## config.mk

```make
export PLATFORM = sky130hd
export DESIGN_NAME = execute_stage_pipelined_flat
export DESIGN_NICKNAME = d
export VERILOG_FILES = /design/src/rtl/execute_stage_pipelined_pkg.sv /design/src/rtl/execute_stage_pipelined_if.sv /design/src/rtl/ex_seq_multiplier.sv /design/src/rtl/execute_stage_pipelined.sv /design/src/flat_wrapper.sv
export SDC_FILE = /design/constraint.sdc
export NUM_CORES = 1
export LEC_CHECK = 0
export BUFFER_PORTS_ARGS = -buffer_cell sky130_fd_sc_hd__buf_2
export CORE_ASPECT_RATIO = 1.5
export CORE_MARGIN = 5
export CORE_UTILIZATION = 60
export CTS_CLUSTER_SIZE = 40
export DETAILED_ROUTE_END_ITERATION = 10
export PLACE_DENSITY = 0.87
export REMOVE_ABC_BUFFERS = 1
export SLEW_MARGIN = 40
export SYNTH_ARGS = -nofsm -noshare
export SYNTH_HDL_FRONTEND = slang
export SYNTH_SLANG_ARGS = --single-unit
```

## constraint.sdc

```tcl
create_clock -name clk -period 5.25 [get_ports clk]
set_input_delay 0 -clock clk [delete_from_list [all_inputs] [get_ports clk]]
set_output_delay 0 -clock clk [all_outputs]
set_load 0.02 [all_outputs]
```

## src/rtl/execute_stage_pipelined_pkg.sv

```systemverilog
// rtl/execute_stage_pipelined_pkg.sv - opcode/funct encodings, ALU ops and FSM states for the EX stage
package execute_stage_pipelined_pkg;

    localparam logic [1:0] ALUOP_ADD   = 2'b00;
    localparam logic [1:0] ALUOP_SUB   = 2'b01;
    localparam logic [1:0] ALUOP_RTYPE = 2'b10;
    localparam logic [1:0] ALUOP_OR    = 2'b11;

    localparam logic [5:0] FN_ADD   = 6'b100000;
    localparam logic [5:0] FN_SUB   = 6'b100010;
    localparam logic [5:0] FN_AND   = 6'b100100;
    localparam logic [5:0] FN_OR    = 6'b100101;
    localparam logic [5:0] FN_NOR   = 6'b100111;
    localparam logic [5:0] FN_SLT   = 6'b101010;
    localparam logic [5:0] FN_MFHI  = 6'b010000;
    localparam logic [5:0] FN_MFLO  = 6'b010010;
    localparam logic [5:0] FN_MULTU = 6'b011001;

    typedef enum logic [3:0] {
        ALU_NONE, ALU_ADD, ALU_SUB, ALU_AND, ALU_OR, ALU_NOR,
        ALU_SLT, ALU_MFHI, ALU_MFLO, ALU_MULTU
    } alu_op_e;

    typedef enum logic [1:0] {
        ST_IDLE = 2'd0,
        ST_MUL  = 2'd1,
        ST_HOLD = 2'd2
    } state_e;

    function automatic alu_op_e alu_ctrl(input logic [1:0] aluop, input logic [5:0] funct);
        case (aluop)
            ALUOP_ADD: return ALU_ADD;
            ALUOP_SUB: return ALU_SUB;
            ALUOP_OR:  return ALU_OR;
            default: begin
                case (funct)
                    FN_ADD:   return ALU_ADD;
                    FN_SUB:   return ALU_SUB;
                    FN_AND:   return ALU_AND;
                    FN_OR:    return ALU_OR;
                    FN_NOR:   return ALU_NOR;
                    FN_SLT:   return ALU_SLT;
                    FN_MFHI:  return ALU_MFHI;
                    FN_MFLO:  return ALU_MFLO;
                    FN_MULTU: return ALU_MULTU;
                    default:  return ALU_NONE;
                endcase
            end
        endcase
    endfunction

endpackage

```

## src/rtl/execute_stage_pipelined_if.sv

```systemverilog
// rtl/execute_stage_pipelined_if.sv - ID/EX input, MEM handshake and EX/MEM output bundle
interface execute_stage_pipelined_if #(
    parameter int DATA_W     = 32,
    parameter int REG_ADDR_W = 5
);
    logic                  in_valid;
    logic                  in_ready;
    logic                  stall;
    logic                  flush;
    logic                  aluSrc;
    logic [1:0]            ALUOp;
    logic                  regDst;
    logic [DATA_W-1:0]     pcPlusFour;
    logic [DATA_W-1:0]     reg1;
    logic [DATA_W-1:0]     reg2;
    logic [DATA_W-1:0]     signExtend;
    logic [REG_ADDR_W-1:0] regDst1;
    logic [REG_ADDR_W-1:0] regDst2;
    logic                  out_valid;
    logic [DATA_W-1:0]     addResult;
    logic                  zero;
    logic [DATA_W-1:0]     aluResult;
    logic [DATA_W-1:0]     reg2Out;
    logic [REG_ADDR_W-1:0] muxRegDstOut;
    logic                  busy;

    modport master (
        output in_valid, stall, flush, aluSrc, ALUOp, regDst, pcPlusFour,
               reg1, reg2, signExtend, regDst1, regDst2,
        input  in_ready, out_valid, addResult, zero, aluResult, reg2Out, muxRegDstOut, busy
    );

    modport slave (
        input  in_valid, stall, flush, aluSrc, ALUOp, regDst, pcPlusFour,
               reg1, reg2, signExtend, regDst1, regDst2,
        output in_ready, out_valid, addResult, zero, aluResult, reg2Out, muxRegDstOut, busy
    );
endinterface

```

## src/rtl/ex_seq_multiplier.sv

```systemverilog
// rtl/ex_seq_multiplier.sv - unsigned radix-2 shift-add multiplier, one partial product per cycle
module ex_seq_multiplier #(
    parameter int DATA_W = 32
) (
    input  logic                  clk,
    input  logic                  reset,
    input  logic                  start,
    input  logic [DATA_W-1:0]     a,
    input  logic [DATA_W-1:0]     b,
    output logic                  done,
    output logic [2*DATA_W-1:0]   product
);
    localparam int CNT_W = (DATA_W > 2) ? $clog2(DATA_W) : 1;
    localparam logic [CNT_W-1:0] LAST = CNT_W'(DATA_W - 1);

    logic [DATA_W-1:0]   mcand_q, mcand_d;
    logic [2*DATA_W-1:0] acc_q, acc_d, acc_step;
    logic [CNT_W-1:0]    cnt_q, cnt_d;
    logic                run_q, run_d;
    logic [DATA_W:0]     sum;

    // acc holds {partial high half, remaining multiplier bits}; add then shift right by one
    assign sum      = {1'b0, acc_q[2*DATA_W-1:DATA_W]} + (acc_q[0] ? {1'b0, mcand_q} : '0);
    assign acc_step = {sum, acc_q[DATA_W-1:1]};
    // the last step is presented combinationally so the stage finishes in exactly DATA_W cycles
    assign done     = run_q && (cnt_q == LAST);
    assign product  = acc_step;

    always_comb begin
        mcand_d = mcand_q;
        acc_d   = acc_q;
        cnt_d   = cnt_q;
        run_d   = run_q;
        if (start) begin
            mcand_d = a;
            acc_d   = {{DATA_W{1'b0}}, b};
            cnt_d   = '0;
            run_d   = 1'b1;
        end else if (run_q) begin
            acc_d = acc_step;
            if (done) run_d = 1'b0;
            else      cnt_d = cnt_q + 1'b1;
        end
    end

    always_ff @(posedge clk) begin
        if (reset) begin
            mcand_q <= '0;
            acc_q   <= '0;
            cnt_q   <= '0;
            run_q   <= 1'b0;
        end else begin
            mcand_q <= mcand_d;
            acc_q   <= acc_d;
            cnt_q   <= cnt_d;
            run_q   <= run_d;
        end
    end
endmodule

```

## src/rtl/execute_stage_pipelined.sv

```systemverilog
// rtl/execute_stage_pipelined.sv - pipelined EX stage: ALU, RegDst mux, branch adder, multu with HI/LO
module execute_stage_pipelined
    import execute_stage_pipelined_pkg::*;
#(
    parameter int DATA_W     = 32,
    parameter int REG_ADDR_W = 5
) (
    input  logic                        clk,
    input  logic                        reset,
    execute_stage_pipelined_if.slave    ex
);
    state_e                state_q, state_d;
    logic [DATA_W-1:0]     hi_q, hi_d, lo_q, lo_d;
    logic [DATA_W-1:0]     alu_res_q, alu_res_d, add_q, add_d, reg2_q, reg2_d;
    logic                  zero_q, zero_d, out_valid_q, out_valid_d;
    logic [REG_ADDR_W-1:0] dst_q, dst_d, mul_dst_q, mul_dst_d;
    logic [DATA_W-1:0]     mul_reg2_q, mul_reg2_d, mul_add_q, mul_add_d;

    alu_op_e               op;
    logic [DATA_W-1:0]     alu_b, alu_y, add_y, mul_lo;
    logic [REG_ADDR_W-1:0] dst_sel;
    logic                  accept, is_multu, mul_start, mul_done, hilo_we, mul_out;
    logic [2*DATA_W-1:0]   mul_prod;

    assign ex.in_ready = !reset && (state_q == ST_IDLE) && !ex.stall;
    assign accept      = ex.in_valid && ex.in_ready && !ex.flush;
    assign op          = alu_ctrl(ex.ALUOp, ex.signExtend[5:0]);
    assign is_multu    = (op == ALU_MULTU);
    assign mul_start   = accept && is_multu;
    assign alu_b       = ex.aluSrc ? ex.signExtend : ex.reg2;
    assign add_y       = ex.pcPlusFour + (ex.signExtend << 2);
    assign dst_sel     = ex.regDst ? ex.regDst2 : ex.regDst1;

    ex_seq_multiplier #(.DATA_W(DATA_W)) u_mul (
        .clk     (clk),
        .reset   (reset),
        .start   (mul_start),
        .a       (ex.reg1),
        .b       (alu_b),
        .done    (mul_done),
        .product (mul_prod)
    );

    always_comb begin
        alu_y = '0;
        case (op)
            ALU_ADD:  alu_y = ex.reg1 + alu_b;
            ALU_SUB:  alu_y = ex.reg1 - alu_b;
            ALU_AND:  alu_y = ex.reg1 & alu_b;
            ALU_OR:   alu_y = ex.reg1 | alu_b;
            ALU_NOR:  alu_y = ~(ex.reg1 | alu_b);
            ALU_SLT:  alu_y = {{(DATA_W-1){1'b0}}, ($signed(ex.reg1) < $signed(alu_b))};
            ALU_MFHI: alu_y = hi_q;
            ALU_MFLO: alu_y = lo_q;
            default:  alu_y = '0;
        endcase
    end

    always_comb begin
        state_d = state_q;
        if (ex.flush) begin
            state_d = ST_IDLE;
        end else begin
            case (state_q)
                ST_IDLE: if (mul_start) state_d = ST_MUL;
                ST_MUL:  if (mul_done) state_d = ex.stall ? ST_HOLD : ST_IDLE;
                ST_HOLD: if (!ex.stall) state_d = ST_IDLE;
                default: state_d = ST_IDLE;
            endcase
        end
    end

    // HI/LO land on completion even under stall; only the output load waits for the MEM stage
    assign hilo_we = (state_q == ST_MUL) && mul_done && !ex.flush;
    assign mul_out = !ex.flush && !ex.stall &&
                     (((state_q == ST_MUL) && mul_done) || (state_q == ST_HOLD));
    assign mul_lo  = (state_q == ST_HOLD) ? lo_q : mul_prod[DATA_W-1:0];

    always_comb begin
        hi_d        = hi_q;
        lo_d        = lo_q;
        alu_res_d   = alu_res_q;
        add_d       = add_q;
        reg2_d      = reg2_q;
        zero_d      = zero_q;
        dst_d       = dst_q;
        out_valid_d = out_valid_q;
        mul_dst_d   = mul_dst_q;
        mul_reg2_d  = mul_reg2_q;
        mul_add_d   = mul_add_q;
        if (hilo_we) {hi_d, lo_d} = mul_prod;
        if (mul_start) begin
            mul_dst_d  = dst_sel;
            mul_reg2_d = ex.reg2;
            mul_add_d  = add_y;
        end
        if (ex.flush) begin
            out_valid_d = 1'b0;
        end else if (!ex.stall) begin
            out_valid_d = 1'b0;
            if (mul_out) begin
                out_valid_d = 1'b1;
                alu_res_d   = mul_lo;
                zero_d      = (mul_lo == '0);
                add_d       = mul_add_q;
                reg2_d      = mul_reg2_q;
                dst_d       = mul_dst_q;
            end else if (accept && !is_multu) begin
                out_valid_d = 1'b1;
                alu_res_d   = alu_y;
                zero_d      = (alu_y == '0);
                add_d       = add_y;
                reg2_d      = ex.reg2;
                dst_d       = dst_sel;
            end
        end
    end

    always_ff @(posedge clk) begin
        if (reset) begin
            state_q     <= ST_IDLE;
            hi_q        <= '0;
            lo_q        <= '0;
            alu_res_q   <= '0;
            add_q       <= '0;
            reg2_q      <= '0;
            zero_q      <= 1'b0;
            dst_q       <= '0;
            out_valid_q <= 1'b0;
            mul_dst_q   <= '0;
            mul_reg2_q  <= '0;
            mul_add_q   <= '0;
        end else begin
            state_q     <= state_d;
            hi_q        <= hi_d;
            lo_q        <= lo_d;
            alu_res_q   <= alu_res_d;
            add_q       <= add_d;
            reg2_q      <= reg2_d;
            zero_q      <= zero_d;
            dst_q       <= dst_d;
            out_valid_q <= out_valid_d;
            mul_dst_q   <= mul_dst_d;
            mul_reg2_q  <= mul_reg2_d;
            mul_add_q   <= mul_add_d;
        end
    end

    assign ex.out_valid    = out_valid_q;
    assign ex.aluResult    = alu_res_q;
    assign ex.zero         = zero_q;
    assign ex.addResult    = add_q;
    assign ex.reg2Out      = reg2_q;
    assign ex.muxRegDstOut = dst_q;
    assign ex.busy         = (state_q == ST_MUL);
endmodule

```

## src/flat_wrapper.sv

```systemverilog
// flat-port wrapper written by rule: the top's interface ports become plain ports
module execute_stage_pipelined_flat import execute_stage_pipelined_pkg::*;
#(
    parameter int DATA_W     = 32,
    parameter int REG_ADDR_W = 5
)
  (clk, reset, ex_in_valid, ex_stall, ex_flush, ex_aluSrc, ex_ALUOp, ex_regDst, ex_pcPlusFour, ex_reg1, ex_reg2, ex_signExtend, ex_regDst1, ex_regDst2, ex_in_ready, ex_out_valid, ex_addResult, ex_zero, ex_aluResult, ex_reg2Out, ex_muxRegDstOut, ex_busy);
  execute_stage_pipelined_if #(.DATA_W(DATA_W), .REG_ADDR_W(REG_ADDR_W)) ex_i ();
  input  logic clk;
  input  logic reset;
  input wire logic [$bits(ex_i.in_valid)-1:0] ex_in_valid;
  input wire logic [$bits(ex_i.stall)-1:0] ex_stall;
  input wire logic [$bits(ex_i.flush)-1:0] ex_flush;
  input wire logic [$bits(ex_i.aluSrc)-1:0] ex_aluSrc;
  input wire logic [$bits(ex_i.ALUOp)-1:0] ex_ALUOp;
  input wire logic [$bits(ex_i.regDst)-1:0] ex_regDst;
  input wire logic [$bits(ex_i.pcPlusFour)-1:0] ex_pcPlusFour;
  input wire logic [$bits(ex_i.reg1)-1:0] ex_reg1;
  input wire logic [$bits(ex_i.reg2)-1:0] ex_reg2;
  input wire logic [$bits(ex_i.signExtend)-1:0] ex_signExtend;
  input wire logic [$bits(ex_i.regDst1)-1:0] ex_regDst1;
  input wire logic [$bits(ex_i.regDst2)-1:0] ex_regDst2;
  output wire logic [$bits(ex_i.in_ready)-1:0] ex_in_ready;
  output wire logic [$bits(ex_i.out_valid)-1:0] ex_out_valid;
  output wire logic [$bits(ex_i.addResult)-1:0] ex_addResult;
  output wire logic [$bits(ex_i.zero)-1:0] ex_zero;
  output wire logic [$bits(ex_i.aluResult)-1:0] ex_aluResult;
  output wire logic [$bits(ex_i.reg2Out)-1:0] ex_reg2Out;
  output wire logic [$bits(ex_i.muxRegDstOut)-1:0] ex_muxRegDstOut;
  output wire logic [$bits(ex_i.busy)-1:0] ex_busy;
  assign ex_i.in_valid = ex_in_valid;
  assign ex_i.stall = ex_stall;
  assign ex_i.flush = ex_flush;
  assign ex_i.aluSrc = ex_aluSrc;
  assign ex_i.ALUOp = ex_ALUOp;
  assign ex_i.regDst = ex_regDst;
  assign ex_i.pcPlusFour = ex_pcPlusFour;
  assign ex_i.reg1 = ex_reg1;
  assign ex_i.reg2 = ex_reg2;
  assign ex_i.signExtend = ex_signExtend;
  assign ex_i.regDst1 = ex_regDst1;
  assign ex_i.regDst2 = ex_regDst2;
  assign ex_in_ready = ex_i.in_ready;
  assign ex_out_valid = ex_i.out_valid;
  assign ex_addResult = ex_i.addResult;
  assign ex_zero = ex_i.zero;
  assign ex_aluResult = ex_i.aluResult;
  assign ex_reg2Out = ex_i.reg2Out;
  assign ex_muxRegDstOut = ex_i.muxRegDstOut;
  assign ex_busy = ex_i.busy;
  execute_stage_pipelined #(.DATA_W(DATA_W), .REG_ADDR_W(REG_ADDR_W)) u_core (.clk(clk), .reset(reset), .ex(ex_i));
endmodule
```

==> summary.txt <==
Status
  • Run status: completed

Timing
  • Least-Margin Pin Slew: 0.912 ns
  • Final worst-path setup slack: 0.241 ns
  • Max Clock Skew: 0.0193 ns
  • Max-slew headroom: 0.388
  • # setup viols final: 0
  • Final min period: 5.01 ns
  • Hold WS: 0.00928 ns
  • Final Hold Fails: 0
  • Max Freq: 0.200 GHz
  • Max Slew Vio Count: 0
  • Tcrit/Tclk final: 0.954
  • RSZ-0062 raised after global routing: no

Synthesis
  • Most frequent cell after synthesis: nand2_1
  • Top cell type's share of synthesized area: 0.291
  • Mapped Cells: 3,061
  • Post-synth top cells: nand2_1 (496), dfxtp_1 (340), nor2_1 (268)
  • Seq/Total Area, Yosys: 0.291
  • Synth area leaders: dfxtp_1 (29%), ha_1 (10%), nand2_1 (8.0%)
  • Seq cells post-synth: 340
  • Post-Syn Area per Cell: 7.63 µm²
  • Async SR Flop Fraction: 0
  • Synth area leader: dfxtp_1
  • Warnings, synthesis: 0
  • Primary FF master, synth: dfxtp_1
  • Post-synth EDFFs: 0
  • Synthesized area: 23,400 µm²
  • Yosys cell types: 94

Clocking
  • CTS max path bufs: 3
  • CTS root buffer: clkbuf_16
  • CTS tree: done
  • Worst-path clk slew: 0.07 ns
  • Clock Sinks: 340
  • CTS buffer count: 35
  • Skew-Pair Late Insertion Delay: 0.55 ns
  • Htree depth: 2
  • Postcts setup bufs: 0

Floorplanning
  • Io pins: 252
  • Die area: 43,100 µm²
  • CORE AREA: 38,500 µm²
  • Initial Utilization: 0.606
  • Die Y: 252 µm
  • Chip Width: 171 µm
  • Num rows: 88

Critical path
  • Worst path required time: 5.73 ns
  • Largest fanout on the critical path: 20
  • CP Launch Type: input pin
  • Critical path's slowest cell: a311oi_1
  • Worst flop-to-flop path startpoint: u_core.u_mul.acc_q[0]
  • WS Path Type: input pin to register
  • Critical path's top delay family: compound AO/OA/AOI/OAI gates
  • R2R Path End: u_core.u_mul.acc_q[63]
  • Reg-to-reg slack, setup: 1.24 ns
  • Worst reg-to-reg path cell count: 14
  • Buf/Inv on CP: 4
  • CP endpoint kind: register
  • Crit-path cells: dlygate4sd3_1 -> buf_2 -> buf_4 -> buf_4 -> mux2i_1 -> ha_1 -> nand2_1 -> nor2_1 -> nor4b_1 -> o211ai_1 -> o21ai_0 -> o21ai_0 -> o311ai_0 -> a311oi_1 -> nor4bb_1 -> nand4_1 -> o21ai_1
  • Arr. time, crit path: 5.49 ns
  • Worst path max stage delay: 0.76 ns

Cells and area
  • Final Cell Area: 27,100 µm²
  • Final nets: 3,622
  • Layout cells sized above 1: 0.123
  • Utilization after layout: 0.702
  • Area Overhead vs Synth: 15.8%

Place
  • Pre-CTS setup slack: 0.481 ns
  • Final Wtd Congestion: 1.06
  • Post-DP HPWL: 64.5 mm
  • DP Area: 24,900 µm²
  • # port buffers: 251

Route
  • Vias: 25,334
  • TritonRoute pass-1 iters: 7
  • Remaining DRCs: 0
  • Antenna Nets Post-Route: 0
  • Via density per instance: 6.66
  • DR iter-0 viols: 2,900
  • Final WL: 91.3 mm
  • DR WL/cell: 24.0 µm

Global routing
  • First-pass GRT wire length: 139 mm
  • Largest net degree at the start of global routing: 220
  • Initial antenna violation count: 2
  • Grt ovf: 0
  • GRT Util Overall: 0.405
  • Vias in the first global route: 24,812

Pwr
  • Peak supply drop: 0.280 mV
  • Tot Pwr: 6.63 mW
  • Static leakage: 11.2 nW
  • Pwr/cell area: 245 nW/µm²

Min path
  • Worst hold path cell count: 3
  • HP Class: input pin to register
  • Hold Path Sink: u_core.u_mul.acc_q[15]
  • Hold_sp: ex_signExtend[15]

Run
  • Max Cap Viol: 0
==> cells by family after synthesis <==
family                   synth area share
multiplexers                       0.0516
adder cells (fa/ha/maj)             0.104
AND/OR/NAND/NOR                     0.212
XOR/XNOR                           0.0210
buffers and inverters              0.0545
AO/OA/AOI/OAI                       0.266
flip-flops                          0.291
==> registers in the layout, summed over array words and instances (netlist names) <==
| register | count |
|---|---|
| u_core.ex.reg2Out | 32 |
| u_core.lo_q | 32 |
| u_core.ex.aluResult | 32 |
| u_core.ex.out_valid | 1 |
| u_core.u_mul.cnt_q | 5 |
| u_core.state_q | 2 |
| u_core.ex.zero | 1 |
| u_core.u_mul.mcand_q | 32 |
| u_core.ex.muxRegDstOut | 5 |
| u_core.mul_dst_q | 5 |
| u_core.mul_reg2_q | 32 |
| u_core.hi_q | 32 |
| u_core.u_mul.acc_q | 64 |
| u_core.mul_add_q | 32 |
| u_core.u_mul.run_q | 1 |
| u_core.ex.addResult | 32 |
==> routing by layer <==
layer	global-route usage	wire length, µm	up-vias
met5	0	0	-
met4	0.274	7660	0
met3	0.0561	8370	444
met2	0.678	42700	1627
met1	0.476	32500	11824
li1	-	-	11439
==> timing repair <==
action | CTS | global route
hold endpoints to repair | 165 | 0
endpoints found under the setup margin | 0 | 0
resized for setup | 0 | 0
hold buffers | 94 | 0
==> where the power goes <==
part / internal (mW) / switching [mW] / total [mW]
clock network: 1.50 / 1.10 / 2.59
logic: 0.516 / 0.910 / 1.43
registers: 2.60 / 0.0141 / 2.61
total: 4.61 / 2.02 / 6.63
==> worst max-delay path by stage <==
stage               depth (start not counted)                      to        startpoint
finish                                     17          u_core.ex.zero         ex_aluSrc
global route                               17          u_core.ex.zero         ex_aluSrc
CTS                                        17          u_core.ex.zero         ex_aluSrc
detailed placement                         16          u_core.ex.zero         ex_aluSrc
global placement                           16          u_core.ex.zero         ex_aluSrc
floorplan                                   7  u_core.u_mul.acc_q[49]  ex_signExtend[5]
==> worst min-delay path, cell delays in order <==
cell	delay [ns]
buf_2	0.11
mux2i_1	0.16
a211oi_1	0.23
==> cell type report <==
type / count / area (µm²)
diodes: 1 / 2.50
clock buffers: 47 / 1000
clock inverters: 12 / 158
fillers: 3054 / 11500
inverters: 129 / 485
multi-input cells: 2388 / 15400
flip-flops and latches: 340 / 6810
well taps: 495 / 619
repair buffers: 390 / 2600
==> through the flow <==
step	std cells	setup TNS, ns
5_1_grt	3802	0
3_3_place_gp	3646	0
3_5_place_dp	3646	0
6_report	3802	0
4_1_cts	3799	0
2_1_floorplan	2857	-401.20
==> placed cells by master, fill, tap and decap left out, types with 14 or more instances in the layout <==
cell	count
o21bai_1	22
buf_2	250
nand2b_1	22
inv_1	128
buf_4	40
a21oi_1	224
ha_1	187
clkbuf_16	37
nand4_1	20
nand3_1	58
dlygate4sd3_1	94
a211oi_1	97
nor2b_1	50
nor2_1	266
and2_1	41
o21ai_0	190
nor4_1	14
xnor2_1	38
nor3_1	41
a311oi_1	50
mux2i_1	107
o21a_1	16
o211ai_1	39
a31oi_1	18
a21o_1	41
nand2_1	495
dfxtp_1	339
xor2_1	18
and3_1	19
a221oi_1	20
a22oi_1	30
Power figures use the tool's default switching activity.
